## src/rtl/vga_letter_scheduler_if.sv

```systemverilog
// Letter producer handshake into the VGA letter scheduler.
interface vga_letter_scheduler_if;
  logic       in_valid;
  logic [7:0] in_letter;
  logic       in_ready;

  modport master (output in_valid, output in_letter, input in_ready);
  modport slave  (input in_valid, input in_letter, output in_ready);
endinterface

```

## src/rtl/vga_letter_scheduler.sv

```systemverilog
// Buffers producer letters and left-scrolls them into three renderer slots on frame boundaries.
// Optional macro LETTER_FILTER_EN: store only 'A'..'Z' or BLANK_CODE, count the rest on rej_cnt.
module vga_letter_scheduler #(
  parameter int unsigned DEPTH           = 8,
  parameter int unsigned FRAMES_PER_STEP = 30,
  parameter logic [7:0]  BLANK_CODE      = 8'h20
) (
  input  logic                    clk,
  input  logic                    rst,
  vga_letter_scheduler_if.slave   in_if,
  input  logic                    clr_req,
  input  logic                    frame_start,
  output logic [7:0]              letter_sel_one,
  output logic [7:0]              letter_sel_two,
  output logic [7:0]              letter_sel_three,
  output logic [3:0]              pending,
  output logic                    busy
`ifdef LETTER_FILTER_EN
  ,
  output logic [7:0]              rej_cnt
`endif
);

  localparam int unsigned PTR_W  = $clog2(DEPTH);
  localparam int unsigned STEP_W = (FRAMES_PER_STEP > 1) ? $clog2(FRAMES_PER_STEP) : 1;

  typedef enum logic [1:0] {IDLE, WAIT, CLR_PEND} state_t;

  state_t            state_q, state_d;
  logic [7:0]        mem [DEPTH];
  logic [PTR_W-1:0]  wr_ptr_q, wr_ptr_d, rd_ptr_q, rd_ptr_d;
  logic [3:0]        count_d;
  logic              full_q, full_d;
  logic [STEP_W-1:0] step_q, step_d;
  logic [7:0]        one_d, two_d, three_d;
  logic              ready_c, push_c, store_c, letter_ok_c, pop_c, flush_c;

  // Ready depends only on registered state so a full FIFO refuses even while popping.
  assign ready_c        = !rst && !full_q && (state_q != CLR_PEND);
  assign in_if.in_ready = ready_c;
  assign push_c         = in_if.in_valid && ready_c;
  assign store_c        = push_c && letter_ok_c;

`ifdef LETTER_FILTER_EN
  assign letter_ok_c = ((in_if.in_letter >= 8'h41) && (in_if.in_letter <= 8'h5A)) ||
                       (in_if.in_letter == BLANK_CODE);
`else
  assign letter_ok_c = 1'b1;
`endif

  // Next-state, step counter and slot scroll.
  always_comb begin
    state_d  = state_q;
    step_d   = step_q;
    pop_c    = 1'b0;
    flush_c  = 1'b0;
    one_d    = letter_sel_one;
    two_d    = letter_sel_two;
    three_d  = letter_sel_three;

    case (state_q)
      IDLE: begin
        step_d = '0;
        if (clr_req)      state_d = CLR_PEND;
        else if (store_c) state_d = WAIT;
      end
      WAIT: begin
        if (clr_req) begin
          state_d = CLR_PEND;
        end else if (frame_start) begin
          if (step_q == STEP_W'(FRAMES_PER_STEP - 1)) begin
            pop_c  = 1'b1;
            step_d = '0;
          end else begin
            step_d = step_q + STEP_W'(1);
          end
        end
      end
      CLR_PEND: begin
        if (frame_start) begin
          flush_c = 1'b1;
          step_d  = '0;
          state_d = IDLE;
        end
      end
      default: state_d = IDLE;
    endcase

    if (flush_c) begin
      count_d  = '0;
      wr_ptr_d = '0;
      rd_ptr_d = '0;
    end else begin
      count_d  = pending + 4'(store_c) - 4'(pop_c);
      wr_ptr_d = wr_ptr_q + PTR_W'(store_c);
      rd_ptr_d = rd_ptr_q + PTR_W'(pop_c);
    end
    full_d = (count_d == 4'(DEPTH));

    if (pop_c && (count_d == 4'd0)) state_d = IDLE;

    if (flush_c) begin
      one_d   = BLANK_CODE;
      two_d   = BLANK_CODE;
      three_d = BLANK_CODE;
    end else if (pop_c) begin
      one_d   = letter_sel_two;
      two_d   = letter_sel_three;
      three_d = mem[rd_ptr_q];
    end
  end

  // State and output registers.
  always_ff @(posedge clk) begin
    if (rst) begin
      state_q          <= IDLE;
      wr_ptr_q         <= '0;
      rd_ptr_q         <= '0;
      pending          <= '0;
      full_q           <= 1'b0;
      step_q           <= '0;
      busy             <= 1'b0;
      letter_sel_one   <= BLANK_CODE;
      letter_sel_two   <= BLANK_CODE;
      letter_sel_three <= BLANK_CODE;
    end else begin
      state_q          <= state_d;
      wr_ptr_q         <= wr_ptr_d;
      rd_ptr_q         <= rd_ptr_d;
      pending          <= count_d;
      full_q           <= full_d;
      step_q           <= step_d;
      busy             <= (count_d != 4'd0) || (state_d == CLR_PEND);
      letter_sel_one   <= one_d;
      letter_sel_two   <= two_d;
      letter_sel_three <= three_d;
    end
  end

  // Letter storage needs no reset; occupancy is tracked by the pointers.
  always_ff @(posedge clk) begin
    if (store_c) mem[wr_ptr_q] <= in_if.in_letter;
  end

`ifdef LETTER_FILTER_EN
  // Saturating count of consumed-but-dropped letters.
  always_ff @(posedge clk) begin
    if (rst || flush_c)                                 rej_cnt <= '0;
    else if (push_c && !letter_ok_c && rej_cnt != 8'hFF) rej_cnt <= rej_cnt + 8'd1;
  end
`endif

endmodule

```

## src/flat_wrapper.sv

```systemverilog
// flat-port wrapper written by rule: the top's interface ports become plain ports
module vga_letter_scheduler_flat 
#(
  parameter int unsigned DEPTH           = 8,
  parameter int unsigned FRAMES_PER_STEP = 30,
  parameter logic [7:0]  BLANK_CODE      = 8'h20
)
  (clk, rst, clr_req, frame_start, letter_sel_one, letter_sel_two, letter_sel_three, pending, busy, in_if_in_valid, in_if_in_letter, in_if_in_ready);
  vga_letter_scheduler_if in_if_i ();
  input  logic clk;
  input  logic rst;
  input  logic clr_req;
  input  logic frame_start;
  output logic [7:0] letter_sel_one;
  output logic [7:0] letter_sel_two;
  output logic [7:0] letter_sel_three;
  output logic [3:0] pending;
  output logic busy;
  input wire logic [$bits(in_if_i.in_valid)-1:0] in_if_in_valid;
  input wire logic [$bits(in_if_i.in_letter)-1:0] in_if_in_letter;
  output wire logic [$bits(in_if_i.in_ready)-1:0] in_if_in_ready;
  assign in_if_i.in_valid = in_if_in_valid;
  assign in_if_i.in_letter = in_if_in_letter;
  assign in_if_in_ready = in_if_i.in_ready;
  vga_letter_scheduler #(.DEPTH(DEPTH), .FRAMES_PER_STEP(FRAMES_PER_STEP), .BLANK_CODE(BLANK_CODE)) u_core (.clk(clk), .rst(rst), .in_if(in_if_i), .clr_req(clr_req), .frame_start(frame_start), .letter_sel_one(letter_sel_one), .letter_sel_two(letter_sel_two), .letter_sel_three(letter_sel_three), .pending(pending), .busy(busy));
endmodule
```

## config.mk

```make
export PLATFORM = sky130hd
export DESIGN_NAME = vga_letter_scheduler_flat
export DESIGN_NICKNAME = d
export VERILOG_FILES = /design/src/rtl/vga_letter_scheduler_if.sv /design/src/rtl/vga_letter_scheduler.sv /design/src/flat_wrapper.sv
export SDC_FILE = /design/constraint.sdc
export NUM_CORES = 1
export LEC_CHECK = 0
export ABC_AREA = 0
export BUFFER_PORTS_ARGS = -buffer_cell sky130_fd_sc_hd__buf_2
export CAP_MARGIN = 40
export CORE_ASPECT_RATIO = 0.7
export CORE_MARGIN = 5
export CORE_UTILIZATION = 56
export DETAILED_ROUTE_END_ITERATION = 8
export GPL_ROUTABILITY_DRIVEN = 0
export PLACE_DENSITY = 0.76
export SLEW_MARGIN = 20
export SYNTH_ARGS = -nofsm -noshare
export SYNTH_HDL_FRONTEND = slang
export SYNTH_SLANG_ARGS = --single-unit
```

## constraint.sdc

```tcl
create_clock -name clk -period 4.1 [get_ports clk]
set_input_delay 1.025 -clock clk [delete_from_list [all_inputs] [get_ports clk]]
set_output_delay 1.025 -clock clk [all_outputs]
set_load 0.05 [all_outputs]
```

* Word level (Yosys, flattened, before mapping)
Memory sizes are Yosys's and may differ from the RTL's. A register that Yosys moved wholly into a read port is not among the register bits.
Index checks and enable logic that the tools add are counted.
** Operators by class
- Reduce and logical (&&, ||, !) cells :: 13
- Muxes and demuxes :: 20
- Add/subtract/negate cells :: 5
- Eq/ne operators :: 9
** Operators by type and width (count)
- 5-bit two-way mux :: 4
- 5-bit case mux with 3 select lines :: 1
- 2-bit two-way mux :: 5
- 1-bit two-way mux :: 8
- 2-bit != test, second input constant :: 4
- 3-bit by 1-bit adder with 3-bit output :: 2
- 2-bit case mux with 3 select lines :: 1
- 5-bit by 1-bit adder with 5-bit output, second input constant :: 1
- 5-bit equality test, second input constant :: 1
- 4-bit by 1-bit adder with 4-bit output :: 1
- 2-bit equality test, second input constant :: 2
- 4-bit equality test, second input constant :: 1
- 1-bit logical AND :: 4
- 4-bit zero test :: 1
- 4-bit two-way mux :: 1
- 4-bit AND reduction :: 1
- 4-bit nonzero test :: 1
- 4-bit by 1-bit subtractor with 4-bit output :: 1
- 3-bit nonzero test :: 1
- 2-bit by 1-bit equality test with 1-bit output, second input constant :: 1
- 1-bit zero test :: 2
- 2-bit zero test :: 1
- 2-bit OR reduction :: 1
- 1-bit logical OR :: 1
** Storage, ports and cells
- Output and inout bits :: 30
- Bits in registers :: 35
- Memories kept :: 1
- Input bits :: 13
- Logic and storage cells :: 57
- Bits in writable memories :: 64
** Memories
- u_core.mem :: depth 8, width 8, rd ports 1, clocked after memory_dff 1, wr ports 1, RTL line vga_letter_scheduler.sv:30 : logic [7:0] mem [DEPTH];

* Longest topological paths before layout
- Word-level depth :: 12
- Gate-level depth with buffers :: 13
- Mapped depth without buffers :: 12

* Worst setup path before layout
OpenSTA, ideal clock, no wires.
- Kind :: input-to-output
- From :: input rst
- To :: output in_if_in_ready
- Buffers on the path :: 1
- Required time :: 3.075 ns
- Arrival time :: 2.333 ns
- Path slack :: 0.742 ns
- Stages :: 2
- Cells stage by stage :: clkbuf_1 > nor3_1
** Between the ends
- Longest elaborated chain between the ends :: 3
** Ends and longest elaborated chain
- from (decl) :: RTL line flat_wrapper.sv:11 : input logic rst;
- 1-bit zero test :: RTL line vga_letter_scheduler.sv:39 : assign ready_c = !rst && !full_q && (state_q != CLR_PEND);
- 1-bit logical AND (2 in series) :: RTL line vga_letter_scheduler.sv:39
- to (decl) :: RTL line flat_wrapper.sv:21 : output wire logic [$bits(in_if_i.in_ready)-1:0] in_if_in_ready;
Every way passes these cells.

* Final worst setup path
- From :: input frame_start
- To :: register u_core.full_q
** Between the ends
- Longest elaborated chain between the ends :: 6
- Elaborated cells between the ends (all ways) :: 8
- Those cells by class :: add/sub: 1; eq/ne: 1; mux: 6
** Ends and longest elaborated chain
- from (decl) :: RTL line flat_wrapper.sv:13 : input logic frame_start;
- 1-bit two-way mux :: RTL line vga_letter_scheduler.sv:70 : end else if (frame_start) begin
- 1-bit two-way mux :: RTL line vga_letter_scheduler.sv:68 : if (clr_req) begin
- 1-bit two-way mux :: RTL line vga_letter_scheduler.sv:61 : case (state_q)
- 4-bit by 1-bit subtractor with 4-bit output :: RTL line vga_letter_scheduler.sv:94 : count_d = pending + 4'(store_c) - 4'(pop_c);
- 4-bit two-way mux * :: RTL line vga_letter_scheduler.sv:89 : if (flush_c) begin
- 4-bit equality test * :: RTL line vga_letter_scheduler.sv:98 : full_d = (count_d == 4'(DEPTH));
- to (signal assigned) :: RTL line vga_letter_scheduler.sv:131 : full_q <= full_d;
- to (decl) :: RTL line vga_letter_scheduler.sv:33 : logic full_q, full_d;
Mark *: on every way between the ends. The rest lies on a longest branch, timed or not.
A chain may end at the register's enable or synchronous reset.

==> results.txt <==
Status = complete, no violations
Setup_tns = 0 ns
Placed cell count = 436
Worst path bufs/invs = 2
Hold Crit Class = reg -> reg
Die footprint = 0.00938 sq mm
Area of the multi-input gates = 0.00131 sq mm
Post-route cell area = 0.00473 sq mm
Required time worst endpoint = 4.37 ns
Latest clock arrival within the worst-skew pair = 0.35 ns
Vias per std cell = 5.46
GRT Util Overall = 18.2%
Total grt overflow = 0
WL/cell = 17.3 um
Post-synthesis sequential area ratio = 66.1%
Via count = 2484
CP Launch Point = frame_start
PortBufs = 42
Site Rows = 26
Antenna Diode Count = 0
Layout cell share with drive strength beyond 1 = 24.6%
Synth-to-Final Area Change = 12.2%
CTS tree = done
Hold Path End = u_core.letter_sel_one[4]
Worst path max stage delay = 0.37 ns
Final Max Slew Viols = 0
Fmax = 361 MHz
Power Density = 385 mW/mm^2
Synthesized Nets = 323
DRC errors left = 0
Worst r2r path cells = 13
CTS Buf Count = 9
Hold Fails Final Rpt = 0
Max VDD drop = 0.000196 V
Hpwl dp = 5390 um
CTS Root Cell = clkbuf_8
Crit start category = primary input
CP Max Fanout = 5
Number of global-route vias before repair = 2439
RSZ-0062 raised after global routing = no
Fillcell total = 556
HP Start = u_core.letter_sel_one[4]
Fin crit share = 67.5%
Io pins = 43
Core area = 0.00732 sq mm
Crit path arrival time = 3.04 ns
Worst rel slew slack = 45.6%
Finished Layout Cells = 455
Reg2Reg Setup Slack = 1.47 ns
R2r endpoint = u_core.full_q
Chip width = 114 um
Worst Tran Pin Value = 0.817 ns
Antenna violations before repair = 0
Yosys reg bits = 107
Fin crit period = 2.77 ns
Avg Inst Size Synth = 14.0 sq um
Routed WL = 7880 um
Lkg Pwr = 0.00167 uW
Cells after synthesis = 301
Setup violations, final = 0
1st-pass router iterations = 4
Hold Path Stages = 2
Placed Area = 0.00453 sq mm
Total power = 1820 uW
Top Family by Delay on Critical Path = simple AND/OR/NAND/NOR gates
CTS sink cnt = 107
First-pass GRT wire length = 12800 um
RR Startpoint = u_core.step_q[1]
Maximum buffer depth of the clock tree = 2
Slowest CP cell = fa_1
Post-Syn Area = 0.00421 sq mm
CP Capture Type = flop
Register area = 0.00278 sq mm
Fin util = 64.6%
Crit-path cells = buf_2 > nor3b_4 > and3_1 > nand2b_1 > nand2_1 > ha_1 > inv_1 > fa_1 > xor2_1 > and3b_1 > nor3b_1
Synthesis Warnings = 0
CP Class = in -> reg
Synth cell types = 37
Iteration-0 DRC Markers = 225
Die height = 82.6 um
Initial Util = 57.6%
Largest net degree at the start of global routing = 36
Final #Nets = 374
Max-cap violation count = 0
Post_cts resized = 0
Post-DRT Antenna Nets = 0
Clock Skew = 0.00998 ns
Clock-pin slew of the registers on the worst-case setup and hold paths = 0.09 ns
Setup repair bufs after CTS = 0
CTS Hold Bufs = 0
Htree depth = 3
final cells by class:
class                   instances  share of cell area [%]
multi-input cells             173                    27.8
clock inverters                 6                   0.821
well taps                      98                    2.59
inverters                       7                   0.556
clock buffers                  10                    2.70
flip-flops and latches        107                    58.9
repair buffers                 54                    6.67
worst max path at each step:
stage,end,slack [ns],depth (start not counted)
after floorplan,in_if_in_ready,0.74,2
after global placement,u_core.full_q,1.10,11
after detailed placement,u_core.full_q,1.01,11
after CTS,u_core.full_q,1.36,11
after global routing,u_core.full_q,1.12,11
final,u_core.full_q,1.33,11
cell families (layout without fill, tap and decap cells):
logic type / count (synthesis) / in the layout / synth area share, %
AOI/OAI and AO/OA: 47 / 47 / 6.00
and+or+nand+nor: 87 / 87 / 10.6
DFF: 107 / 107 / 66.1
buffers and inverters: 21 / 77 / 2.79
adders and majority gates: 9 / 9 / 2.85
muxes: 24 / 24 / 10.5
xor gates and xnor gates: 6 / 6 / 1.25
per-stage QoR:
| step | setup slack [ns] | hold WS, ns |
|---|---|---|
| final | 1.33 | 0.462 |
| after global routing | 1.12 | 0.477 |
| after detailed placement | 1.01 | 0.448 |
| after global placement | 1.10 | 0.443 |
| after floorplan | 0.742 | 0.448 |
| after CTS | 1.36 | 0.462 |
Yosys cell counts (all sizes together):
library cell   n  area, sq um
buf           12         83.8
nor3b          2         26.3
a31oi          3         18.8
xnor2          4         35.0
clkbuf         2         7.51
mux2i          8         80.1
and3b          1         8.76
and4           1         8.76
ha             8          100
a21oi         30          154
nand2b         7         43.8
nor2b          2         20.0
xor2           2         17.5
nand2         40          150
fa             1         20.0
mux4          16          360
or3            4         25.0
nor4b          1         23.8
nor3           6         30.0
nand3          4         20.0
inv            7         26.3
dfxtp         43          861
o31ai          1         7.51
a21o           2         15.0
o21ai         10         50.0
or4            1         7.51
edfxtp        64         1920
o21bai         1         7.51
nor2          12         45.0
and2           5         31.3
and3           1         6.26
cells in the final DEF (no fill, tap or decap), types with 2 or more instances in the layout:
master and count:
edfxtp_1 64, dfxtp_1 43, buf_2 42, nand2_1 40, a21oi_1 29, mux4_2 16
nor2_1 12, buf_4 10, clkbuf_8 9, mux2i_1 8, ha_1 8, inv_1 7
nand2b_1 7, nor3_1 6, and2_1 5, o21ai_1 5, o21ai_0 5, nand3_1 4
or3_1 4, xnor2_1 4, a31oi_1 3, a21o_1 2, xor2_1 2, inv_6 2
buf_8 2
worst reg2reg max path: stages (launching register included):
cell	delay, ns
dfxtp_1	0.38
inv_1	0.06
ha_1	0.16
and4_1	0.25
nand3_1	0.10
buf_4	0.22
nand2_1	0.08
nand2_1	0.07
ha_1	0.17
inv_1	0.06
fa_1	0.37
xor2_1	0.19
and3b_1	0.23
nor3b_1	0.21
metal layers:
| layer | GRT usage [%] | vias to the layer above | wire (um) |
|---|---|---|---|
| met5 | 0 | - | 0 |
| met4 | 4.44 | 0 | 48 |
| met3 | 5.39 | 5 | 441 |
| met2 | 27.3 | 73 | 3600 |
| met1 | 26.5 | 1206 | 3790 |
| li1 | - | 1200 | - |
power by group:
| group | internal [uW] | switching, uW | total [uW] | leakage, uW |
|---|---|---|---|---|
| Combinational | 34.9 | 70.3 | 105 | 0.000664 |
| Clock | 221 | 335 | 556 | 0.0000807 |
| Sequential | 1150 | 8.47 | 1160 | 0.000925 |
flip-flops by register name, indices dropped and copies added, names as in the netlist:
register and cells:
u_core.mem 64, u_core.state_q 2, u_core.letter_sel_two 8, u_core.rd_ptr_q 3, u_core.full_q 1, u_core.pending 4
u_core.letter_sel_one 8, u_core.letter_sel_three 8, u_core.step_q 5, u_core.busy 1, u_core.wr_ptr_q 3
No activity file was read; power rests on OpenSTA's default activity.
